<file path="config.mk">
export PLATFORM = sky130hd
export DESIGN_NAME = alu_issue_ctrl
export DESIGN_NICKNAME = d
export VERILOG_FILES = /design/src/rtl/alu_pkg.sv /design/src/rtl/alu_decoder.sv /design/src/rtl/alu_issue_ctrl.sv
export SDC_FILE = /design/constraint.sdc
export NUM_CORES = 1
export LEC_CHECK = 0
export CORE_UTILIZATION = 45
export CTS_CLUSTER_SIZE = 28
export DETAILED_ROUTE_END_ITERATION = 10
export DONT_BUFFER_PORTS = 1
export PLACE_DENSITY = 0.58
export SYNTH_ARGS = -nofsm -noshare
export SYNTH_HDL_FRONTEND = slang
export SYNTH_HIERARCHICAL = 1
export SYNTH_SLANG_ARGS = --single-unit
</file>
<file path="constraint.sdc">
create_clock -name clk -period 8.2 [get_ports clk]
set_input_delay 1.23 -clock clk [delete_from_list [all_inputs] [get_ports clk]]
set_output_delay 1.23 -clock clk [all_outputs]
set_load 0.05 [all_outputs]
</file>
<file path="src/rtl/alu_pkg.sv">
// alu_pkg: shared opcodes, funct codes, FSM states and legality helper for the ALU issue controller
package alu_pkg;
    localparam logic [5:0] OPC_RTYPE = 6'h00;
    localparam logic [5:0] F_ADD = 6'h20;
    localparam logic [5:0] F_SUB = 6'h22;
    localparam logic [5:0] F_AND = 6'h24;
    localparam logic [5:0] F_OR  = 6'h25;
    localparam logic [5:0] F_SLL = 6'h00;
    localparam logic [5:0] F_SRL = 6'h02;
    localparam logic [5:0] F_SRA = 6'h03;
    localparam logic [5:0] F_SGT = 6'h2C;
    localparam logic [5:0] F_SLT = 6'h2A;
    localparam logic [3:0] OP_ADD = 4'd0;
    localparam logic [3:0] OP_SUB = 4'd1;
    localparam logic [3:0] OP_AND = 4'd2;
    localparam logic [3:0] OP_OR  = 4'd3;
    localparam logic [3:0] OP_SLL = 4'd4;
    localparam logic [3:0] OP_SRL = 4'd5;
    localparam logic [3:0] OP_SRA = 4'd6;
    localparam logic [3:0] OP_SGT = 4'd7;
    localparam logic [3:0] OP_SLT = 4'd8;
    typedef enum logic [1:0] {S_IDLE, S_READ, S_EXEC, S_ILL} state_t;
    function automatic logic rtype_legal(input logic [31:0] w);
        return (w[31:26] == OPC_RTYPE) &&
               (w[5:0] inside {F_ADD, F_SUB, F_AND, F_OR, F_SLL, F_SRL, F_SRA, F_SGT, F_SLT});
    endfunction
endpackage

</file>
<file path="src/rtl/alu_decoder.sv">
// alu_decoder: combinational R-type decode of an instruction word into ALU op, legality and shift operand routing
module alu_decoder
    import alu_pkg::*;
(
    input  logic [31:0] instr,
    output logic [3:0]  op,
    output logic        legal,
    output logic        shift
);
    always_comb begin
        op = OP_ADD;
        shift = 1'b0;
        legal = rtype_legal(instr);
        case (instr[5:0])
            F_SUB: op = OP_SUB;
            F_AND: op = OP_AND;
            F_OR:  op = OP_OR;
            F_SLL: begin op = OP_SLL; shift = 1'b1; end
            F_SRL: begin op = OP_SRL; shift = 1'b1; end
            F_SRA: begin op = OP_SRA; shift = 1'b1; end
            F_SGT: op = OP_SGT;
            F_SLT: op = OP_SLT;
            default: op = OP_ADD;
        endcase
    end
endmodule

</file>
<file path="src/rtl/alu_issue_ctrl.sv">
// alu_issue_ctrl: accepts R-type words, sequences RF read / ALU eval / write-back, flags exceptions and counts retirements
module alu_issue_ctrl
    import alu_pkg::*;
#(
    parameter int CNT_W      = 16,
    parameter bit PROTECT_R0 = 1'b0
) (
    input  logic             clk,
    input  logic             rst_n,
    input  logic             instr_valid,
    output logic             instr_ready,
    input  logic [31:0]      instr,
    output logic [4:0]       rr1,
    output logic [4:0]       rr2,
    output logic [4:0]       wr,
    output logic             wr_en,
    output logic [1:0]       sel,
    output logic             mode,
    output logic [3:0]       op,
    output logic [31:0]      shift_amp,
    input  logic [31:0]      alu_result,
    input  logic             alu_overflow,
    output logic [31:0]      result,
    output logic             result_valid,
    output logic             exc_overflow,
    output logic             exc_illegal,
    output logic [CNT_W-1:0] retired_count,
    output logic [CNT_W-1:0] exc_count
);
    state_t      state, state_nx;
    logic [31:0] ir;
    logic [1:0]  rst_sync;
    logic        rst_n_s, ir_legal, ir_shift, take, in_exec, ovf;

    // Reset asserts immediately but releases only after two clean clock edges
    always_ff @(posedge clk or negedge rst_n)
        if (!rst_n) rst_sync <= 2'b00;
        else        rst_sync <= {rst_sync[0], 1'b1};
    assign rst_n_s = rst_sync[1];

    alu_decoder u_dec (.instr(ir), .op(op), .legal(ir_legal), .shift(ir_shift));

    assign rr1       = ir_shift ? ir[20:16] : ir[25:21];
    assign rr2       = ir[20:16];
    assign wr        = ir[15:11];
    assign shift_amp = {27'b0, ir[10:6]};
    assign sel       = 2'd1;
    assign mode      = 1'b1;

    always_comb begin
        instr_ready = rst_n_s && (state == S_IDLE || state == S_EXEC);
        take        = instr_valid && instr_ready;
        in_exec     = (state == S_EXEC) && ir_legal;
        ovf         = in_exec && alu_overflow && (op == OP_ADD || op == OP_SUB);
        wr_en       = in_exec && !ovf && !(PROTECT_R0 && ir[15:11] == 5'd0);
        exc_illegal = (state == S_ILL);
        state_nx    = (state == S_READ) ? S_EXEC :
                      take ? (rtype_legal(instr) ? S_READ : S_ILL) : S_IDLE;
    end

    always_ff @(posedge clk or negedge rst_n_s)
        if (!rst_n_s) begin
            state         <= S_IDLE;
            ir            <= '0;
            result        <= '0;
            result_valid  <= 1'b0;
            exc_overflow  <= 1'b0;
            retired_count <= '0;
            exc_count     <= '0;
        end else begin
            state        <= state_nx;
            result_valid <= in_exec;
            exc_overflow <= ovf;
            if (take) ir <= instr;
            if (in_exec) result <= alu_result;
            if (in_exec && !ovf) retired_count <= retired_count + CNT_W'(1);
            if (ovf || state == S_ILL) exc_count <= exc_count + CNT_W'(1);
        end
endmodule

</file>
# == Word-level counts from Yosys, hierarchy flattened ==
# Index checks and enable logic that the tools add are counted.
# classes
n_div,0
n_shift,0
muxes,6
magnitude_cmp,0
n_reduce_logical,21
n_mul,0
addsub,2
eq_ne,20
bitwise_logic,0
# op_table
operator,count
$eq 6x6->1 const B,12
$add 16x1->16 const B,2
$pmux 4 s8,1
$eq 6x2->1 const B,4
$logic_not 6->1,4
$reduce_bool 9->1,2
$logic_and 1x1->1,8
$mux 2,3
$mux 5,1
$eq 2x2->1 const B,2
$eq 4x1->1 const B,1
$logic_not 4->1,1
$logic_or 1x1->1,3
$reduce_or 3->1,1
$eq 2x1->1 const B,1
$logic_not 2->1,1
$logic_not 1->1,1
$mux 1,1
# totals
ff_bits,102
latch_bits,0
input_bits,68
rom_bits,0
mem_bits_rw,0
memories,0

# == Depth between registers and ports, before layout ==
# Gate-level depths: netlist of run 1.
# logic_depth
word_depth,8
depth_mapped,8
depth_no_buf,7

# == Cells and area by module ==
# The synthesis of run 1 kept the hierarchy.
# modules_own_cells
mod,cells_per_inst,seq_area_each_um2,area_each_um2,n_inst
alu_issue_ctrl,395,2552.4,4458.0,1
alu_decoder,23,0.0,145.1,1

# == Worst setup path after synthesis of run 1 ==
# Ideal clock, no wire load.
# synth_path
kind,register -> output
from,register rst_sync[1]
to,output instr_ready
required_ns,6.970
arrival_time_ns,3.376
path_stages_with_launch,2
path_slack_ns,3.594
path_buffers,0
path_cell_list,dfrtp_1 -> nor2b_1
# synth_via
elab_chain_cells,1
# synth_rtl
element,line,rtl
start: declaration,alu_issue_ctrl.sv:32,logic [1:0] rst_sync;
start signal: assignment,alu_issue_ctrl.sv:38,"else rst_sync <= {rst_sync[0], 1'b1};"
$logic_and 1x1->1,alu_issue_ctrl.sv:51,instr_ready = rst_n_s && (state == S_IDLE || state == S_EXEC);
end: declaration,alu_issue_ctrl.sv:11,"output logic instr_ready,"
# Every way passes these cells.

# == Worst setup path in the final report of run 1 ==
# layout_path
from,register ir[5]
to,output wr_en
# layout_via
elab_cells_between_ends,20
# layout_rtl
element,line,rtl
start: declaration,alu_issue_ctrl.sv:31,logic [31:0] ir;
start signal: assignment,alu_issue_ctrl.sv:74,if (take) ir <= instr;
$eq 6x6->1 (tied with other cells),alu_decoder.sv:14,case (instr[5:0])
$pmux 4 s8 (*),alu_decoder.sv:14,
named net op[2],alu_issue_ctrl.sv:19,"output logic [3:0] op,"
$eq 4x1->1 / $logic_not 4->1 (equally long branches),alu_issue_ctrl.sv:54,ovf = in_exec && alu_overflow && (op == OP_ADD || op == OP_SUB);
$logic_or 1x1->1 (*),alu_issue_ctrl.sv:54,
$logic_and 1x1->1 (*),alu_issue_ctrl.sv:54,
$logic_not 1->1 (*),alu_issue_ctrl.sv:55,wr_en = in_exec && !ovf && !(PROTECT_R0 && ir[15:11] == 5'd0);
$logic_and 1x1->1 (*),alu_issue_ctrl.sv:55,
end: declaration,alu_issue_ctrl.sv:16,"output logic wr_en,"
# The timed path passes the listed nets; every way through them passes the cells marked *.

==> results.toml, run 1 <==
[synth]
avgSynthCellArea_um2 = 11.0
synth_cell_types = 44
postSynth.asyncResetShare_pct = 100
netlist.area_leader.share_pct = 55.4
synth_ff_type = "dfrtp_1"
yosysWarnings = 6
syn_area_mm2 = 0.00460
syn-instance-count = 418
seq_area_frac_synth_pct = 55.4
synth_area_leaders = "dfrtp_1 (55%), mux2_2 (9.3%), nand2_1 (9.2%), buf_4 (7.3%), xnor2_1 (4.9%)"
yosysTopAreaCell = "dfrtp_1"
synth-edff-count = 0
synth-seq-cells = 102

[clocking]
ctsResizeCount = 0
clock_tree.buffer_depth = 2
cts_hold_buf = 0
post_cts_buffers = 0
htreeDepth = 3
clk_pin_slew_ns = 0.09
clk_latency_ns = 0.36
cts_buffers = 9
tritoncts = "yes"
cts-root-buf = "clkbuf_8"
cts.sinks = 102

[critical_path]
crit_start = "ir[5]"
end_kind = "output pin"
critPathLaunchType = "register"
path_class = "reg -> out"
critPathMaxFanout = 7
worstReg2RegStart = "ir[5]"
required_ns = 6.97
cp.arrival_ns = 3.08

[placed_design]
gp_congestion = 0.775
placed_cell_area_mm2 = 0.00455
port_buffers = 0
dp_hpwl_mm = 6.10

[detailed_routing]
wl_met3_um = 858
routed_wl_mm = 8.66
wl_met2_mm = 4.04
routedWlPerCell_um = 15.9
drtAntennaViolNets = 0
top_layer = "met4"
dr.pass1.iters = 4
drc = 0
drt-vias-per-instance = 5.04
vias = 2754
drt_iter0_markers = 72
wl_met1_mm = 3.60

[cells_and_area]
final_area_mm2 = 0.00472
antenna_cells = 0
post-route-util_pct = 47.8
n_fill_cell = 917
final_nets = 478
drive_gt1_share_pct = 16.7
synthToLayoutAreaGrowth_pct = 2.53

[die]
die_h_um = 103
num_io_pins = 191
die_w_um = 103
coreArea_mm2 = 0.00986
die_area_mm2 = 0.0106
rows = 36
start_util_pct = 46.7

[global_routing]
grt_max_degree = 57
grt_pass1_vias = 2580
grt_overflow = 0
grt_usage_pct = 16.2
grt_pass1_wl_mm = 12.7
antenna_found_initial = 0

[timing]
max_slew_margin_pct = 25.6
min_period_over_period_pct = 52.6
final-hold-violation-count = 0
setup_viol = 0
min_period_ns = 4.31
skew_ns = 0.0118
slew_viol_final = 0
max_freq_mhz = 232
tightest_slew_ns = 1.11
fin_setup_tns_ns = 0
grt_setup_unrepaired = "false"

[outcome]
status = "completed"

[power_and_ir_drop]
p_leak_nw = 2.19
pwr_density_cell_mw_per_mm2 = 272
p_int_w = 0.000746
switching_share_pct = 41.8
p_comb_share_pct = 13.2
ir_worst_vdd_uv = 117
pwr-share-seq_pct = 64.8
clock_power_share_pct = 22.0
power.switching_w = 0.000537

[job]
maxCapViolCount = 0

[worst_hold_path]
min_path_type = "reg -> async"
==> critical path, stage by stage (launching register included) <==
cell      delay [ns]
dfrtp_1         0.43
nor3_1          0.35
nand2_1         0.16
a211oi_2        0.95
nor4b_4         0.15
nor2_2          0.67
==> cells in the mapped netlist (all sizes together) (2+ instances only) <==
master / count
dfrtp: 102
mux2: 38
a21oi: 2
inv: 5
nor4: 3
nor2: 6
nand3b: 2
nor3b: 3
and3: 8
buf: 50
nand3: 7
and4: 2
clkbuf: 5
xnor2: 26
xor2: 4
conb: 2
o21ai: 3
nor3: 4
nand2: 113
nand4: 12
nor2b: 2
ha: 2
==> per-layer routing <==
layer	vias to the layer above	GRT usage (%)
li1	1297	-
met1	1319	19.6
met2	122	24.7
met3	16	6.85
met4	0	8.13
met5	-	0
==> path summary, 6_finish.rpt <==
check                                        end  slack (ns)  cells past startpoint
worst min-delay path                  result[19]        0.34                      0
min in group clk                     rst_sync[1]        0.36                      0
worst max-delay path                       wr_en        3.89                      5
worst max register to register  retired_count[1]        4.96                      6
max in group asynchronous       retired_count[7]        6.73                      1
worst min register to register        result[19]        0.34                      0
==> kinds of logic (layout without fill, tap and decap cells) <==
| group | count (synthesis) | after routing | synth area share (%) |
|---|---|---|---|
| simple gates | 170 | 170 | 17.7 |
| xor+xnor | 30 | 30 | 5.71 |
| flops | 102 | 102 | 55.4 |
| other cells | 2 | 31 | 0.163 |
| fa+ha+maj | 2 | 2 | 0.544 |
| mux | 38 | 38 | 9.30 |
| compound gates | 14 | 14 | 2.34 |
| buf+inv | 60 | 26 | 8.83 |
==> placed cells by master, fill, tap and decap left out, drive strengths merged, types with 2 or more instances in the layout <==
| master | instances |
|---|---|
| a21oi | 2 |
| and3 | 8 |
| and4 | 2 |
| buf | 5 |
| clkbuf | 12 |
| clkinv | 3 |
| conb | 31 |
| dfrtp | 102 |
| ha | 2 |
| inv | 5 |
| mux2 | 38 |
| nand2 | 113 |
| nand3 | 7 |
| nand3b | 2 |
| nand4 | 12 |
| nor2 | 6 |
| nor2b | 2 |
| nor3 | 4 |
| nor3b | 3 |
| nor4 | 3 |
| o21ai | 3 |
| xnor2 | 26 |
| xor2 | 4 |
==> power groups by stage <==
stage / logic (W) / clock network (W) / registers, W
after global routing: 0.000186 / 0.000315 / 0.000843
final: 0.000170 / 0.000282 / 0.000831
after detailed placement: 0.000172 / 0 / 0.000842
after floorplan: 0.000229 / 0 / 0.000777
after CTS: 0.000172 / 0.000297 / 0.000832
after global placement: 0.000167 / 0 / 0.000841
==> registers in the layout (all words and copies together), names as in the netlist <==
name,cells
exc_count,16
exc_overflow,1
ir,32
result,32
result_valid,1
retired_count,16
rst_sync,2
state,2
==> stage by stage <==
stage	setup WS, ns	hold slack (ns)	cells	power [W]
after global placement	4.31	0.337	530	0.00101
after detailed placement	4.28	0.360	530	0.00101
after CTS	3.84	0.374	546	0.00130
final	3.89	0.345	546	0.00128
after global routing	3.62	0.381	546	0.00134
after floorplan	3.59	0.331	447	0.00101
==> layout make-up <==
class / instances / area (um2) / area share [%]
repair buffers: 5 / 41.3 / 0.875
flip-flops and latches: 102 / 2560 / 54.2
inverters: 5 / 18.8 / 0.398
multi-input cells: 285 / 1770 / 37.5
clock buffers: 12 / 145 / 3.08
clock inverters: 4 / 22.5 / 0.477
well taps: 133 / 166 / 3.53
Note: power is estimated with default switching activity, not from simulation.
==> inputs of run 2 (changes only) <==
- clock period: 8.2 -> 4.2 ns (I/O delays scaled with it)
==> results.toml, run 2 (synthesis results as in run 1) <==
[global_routing]
grt_max_degree = 62
grt_usage_pct = 16.0
grt_overflow = 0
grt_pass1_vias = 2480
antenna_found_initial = 0
grt_pass1_wl_mm = 12.5

[clocking]
cts.sinks = 102
clock_tree.buffer_depth = 2
post_cts_buffers = 0
clk_latency_ns = 0.36
ctsResizeCount = 0
cts-root-buf = "clkbuf_8"
cts_hold_buf = 1
clk_pin_slew_ns = 0.09
tritoncts = "yes"
cts_buffers = 9
htreeDepth = 3

[critical_path]
required_ns = 3.57
critPathMaxFanout = 37
regToRegSetupSlack_ns = 1.33
end_kind = "output pin"
critPathLaunchType = "register"
path_class = "reg -> out"
cp.arrival_ns = 2.72

[die]
rows = 36
die_area_mm2 = 0.0106
start_util_pct = 46.7
num_io_pins = 191
die_h_um = 103
coreArea_mm2 = 0.00986
die_w_um = 103

[power_and_ir_drop]
p_leak_nw = 2.21
clock_power_share_pct = 22.0
totalPowerFinal_w = 0.00251
switching_share_pct = 41.9
pwr-share-seq_pct = 64.7
p_int_w = 0.00146
power.switching_w = 0.00105
pwr_density_cell_mw_per_mm2 = 529
ir_worst_vdd_uv = 365
p_comb_share_pct = 13.3

[cells_and_area]
antenna_cells = 0
top_regs = "ir (32), result (32)"
final_common_cell = "nand2_1"
synthToLayoutAreaGrowth_pct = 3.02
drive_gt1_share_pct = 17.1
final_nets = 481
post-route-util_pct = 48.1
layout_common_cells = "nand2_1 (113), dfrtp_1 (101), mux2_2 (38), conb_1 (31), xnor2_1 (26)"
n_fill_cell = 893

[timing]
tightest_slew_ns = 0.999
skew_ns = 0.00978
max_slew_margin_pct = 33.0
min_period_over_period_pct = 79.7
max_freq_mhz = 299
slew_viol_final = 0
final-hold-violation-count = 0
setup_viol = 0
grt_setup_unrepaired = "false"
fin_setup_tns_ns = 0
timing.hold.ws_ns = 0.306
min_period_ns = 3.35

[job]
maxCapViolCount = 0

[worst_hold_path]
min_path_type = "reg -> async"

[detailed_routing]
routed_wl_mm = 8.47
drc = 0
drtAntennaViolNets = 0
dr.pass1.iters = 4
vias = 2742
drt-vias-per-instance = 5.00
drt_iter0_markers = 49
routedWlPerCell_um = 15.5

[placed_design]
dp_hpwl_mm = 5.95
port_buffers = 0
gp_congestion = 0.716

[outcome]
status = "completed"
==> run 2: per-layer routing <==
metal / global-route usage [%] / up-vias / part of all wire [%] / wire (um)
met5: 0 / - / 0 / 0
met4: 6.18 / 0 / 1.4 / 119
met3: 7.32 / 9 / 10 / 852
met2: 24.1 / 117 / 46 / 3900
met1: 20.0 / 1314 / 42 / 3600
li1: - / 1302 / - / -
==> run 2: power by group through the flow <==
stage                     clock network [W]  registers (W)  logic [W]
final                              0.000552        0.00162   0.000333
after global routing               0.000607        0.00164   0.000366
after CTS                          0.000572        0.00162   0.000338
after detailed placement                  0        0.00164   0.000339
after global placement                    0        0.00164   0.000330
after floorplan                           0        0.00152   0.000446
==> run 2: final timing paths <==
check	startpoint	to	cells past startpoint
setup / recovery	ir[2]	wr_en	6
hold / removal	rst_sync[1]	ir[23]	0
setup reg to reg	ir[2]	retired_count[13]	8
hold reg to reg	rst_sync[1]	ir[23]	0
max in group asynchronous	rst_sync[1]	exc_count[7]	1
min in group clk	rst_sync[0]	rst_sync[1]	0
==> run 2: through the flow <==
| step | area (um2) | setup WS (ns) | std cells |
|---|---|---|---|
| after global routing | 4740 | 0.598 | 548 |
| after CTS | 4740 | 0.834 | 548 |
| after floorplan | 4710 | 0.504 | 447 |
| after global placement | 4570 | 1.34 | 532 |
| after detailed placement | 4570 | 1.25 | 532 |
| final | 4740 | 0.852 | 548 |
==> run 2: final cells by class <==
cell class | count | area [um2] | area share, %
repair buffers | 8 | 66.3 | 1.40
flip-flops and latches | 102 | 2560 | 53.9
multi-input cells | 285 | 1770 | 37.3
clock buffers | 11 | 141 | 2.98
well taps | 133 | 166 | 3.51
inverters | 5 | 18.8 | 0.396
clock inverters | 4 | 23.8 | 0.501
==> run 2: critical path, stage by stage (launching register included) <==
cell and delay (ns):
dfrtp_1 0.44, nor3_1 0.37, nand2_1 0.15, a31oi_1 0.29
nand3b_1 0.11, buf_4 0.26, nor2_2 0.71
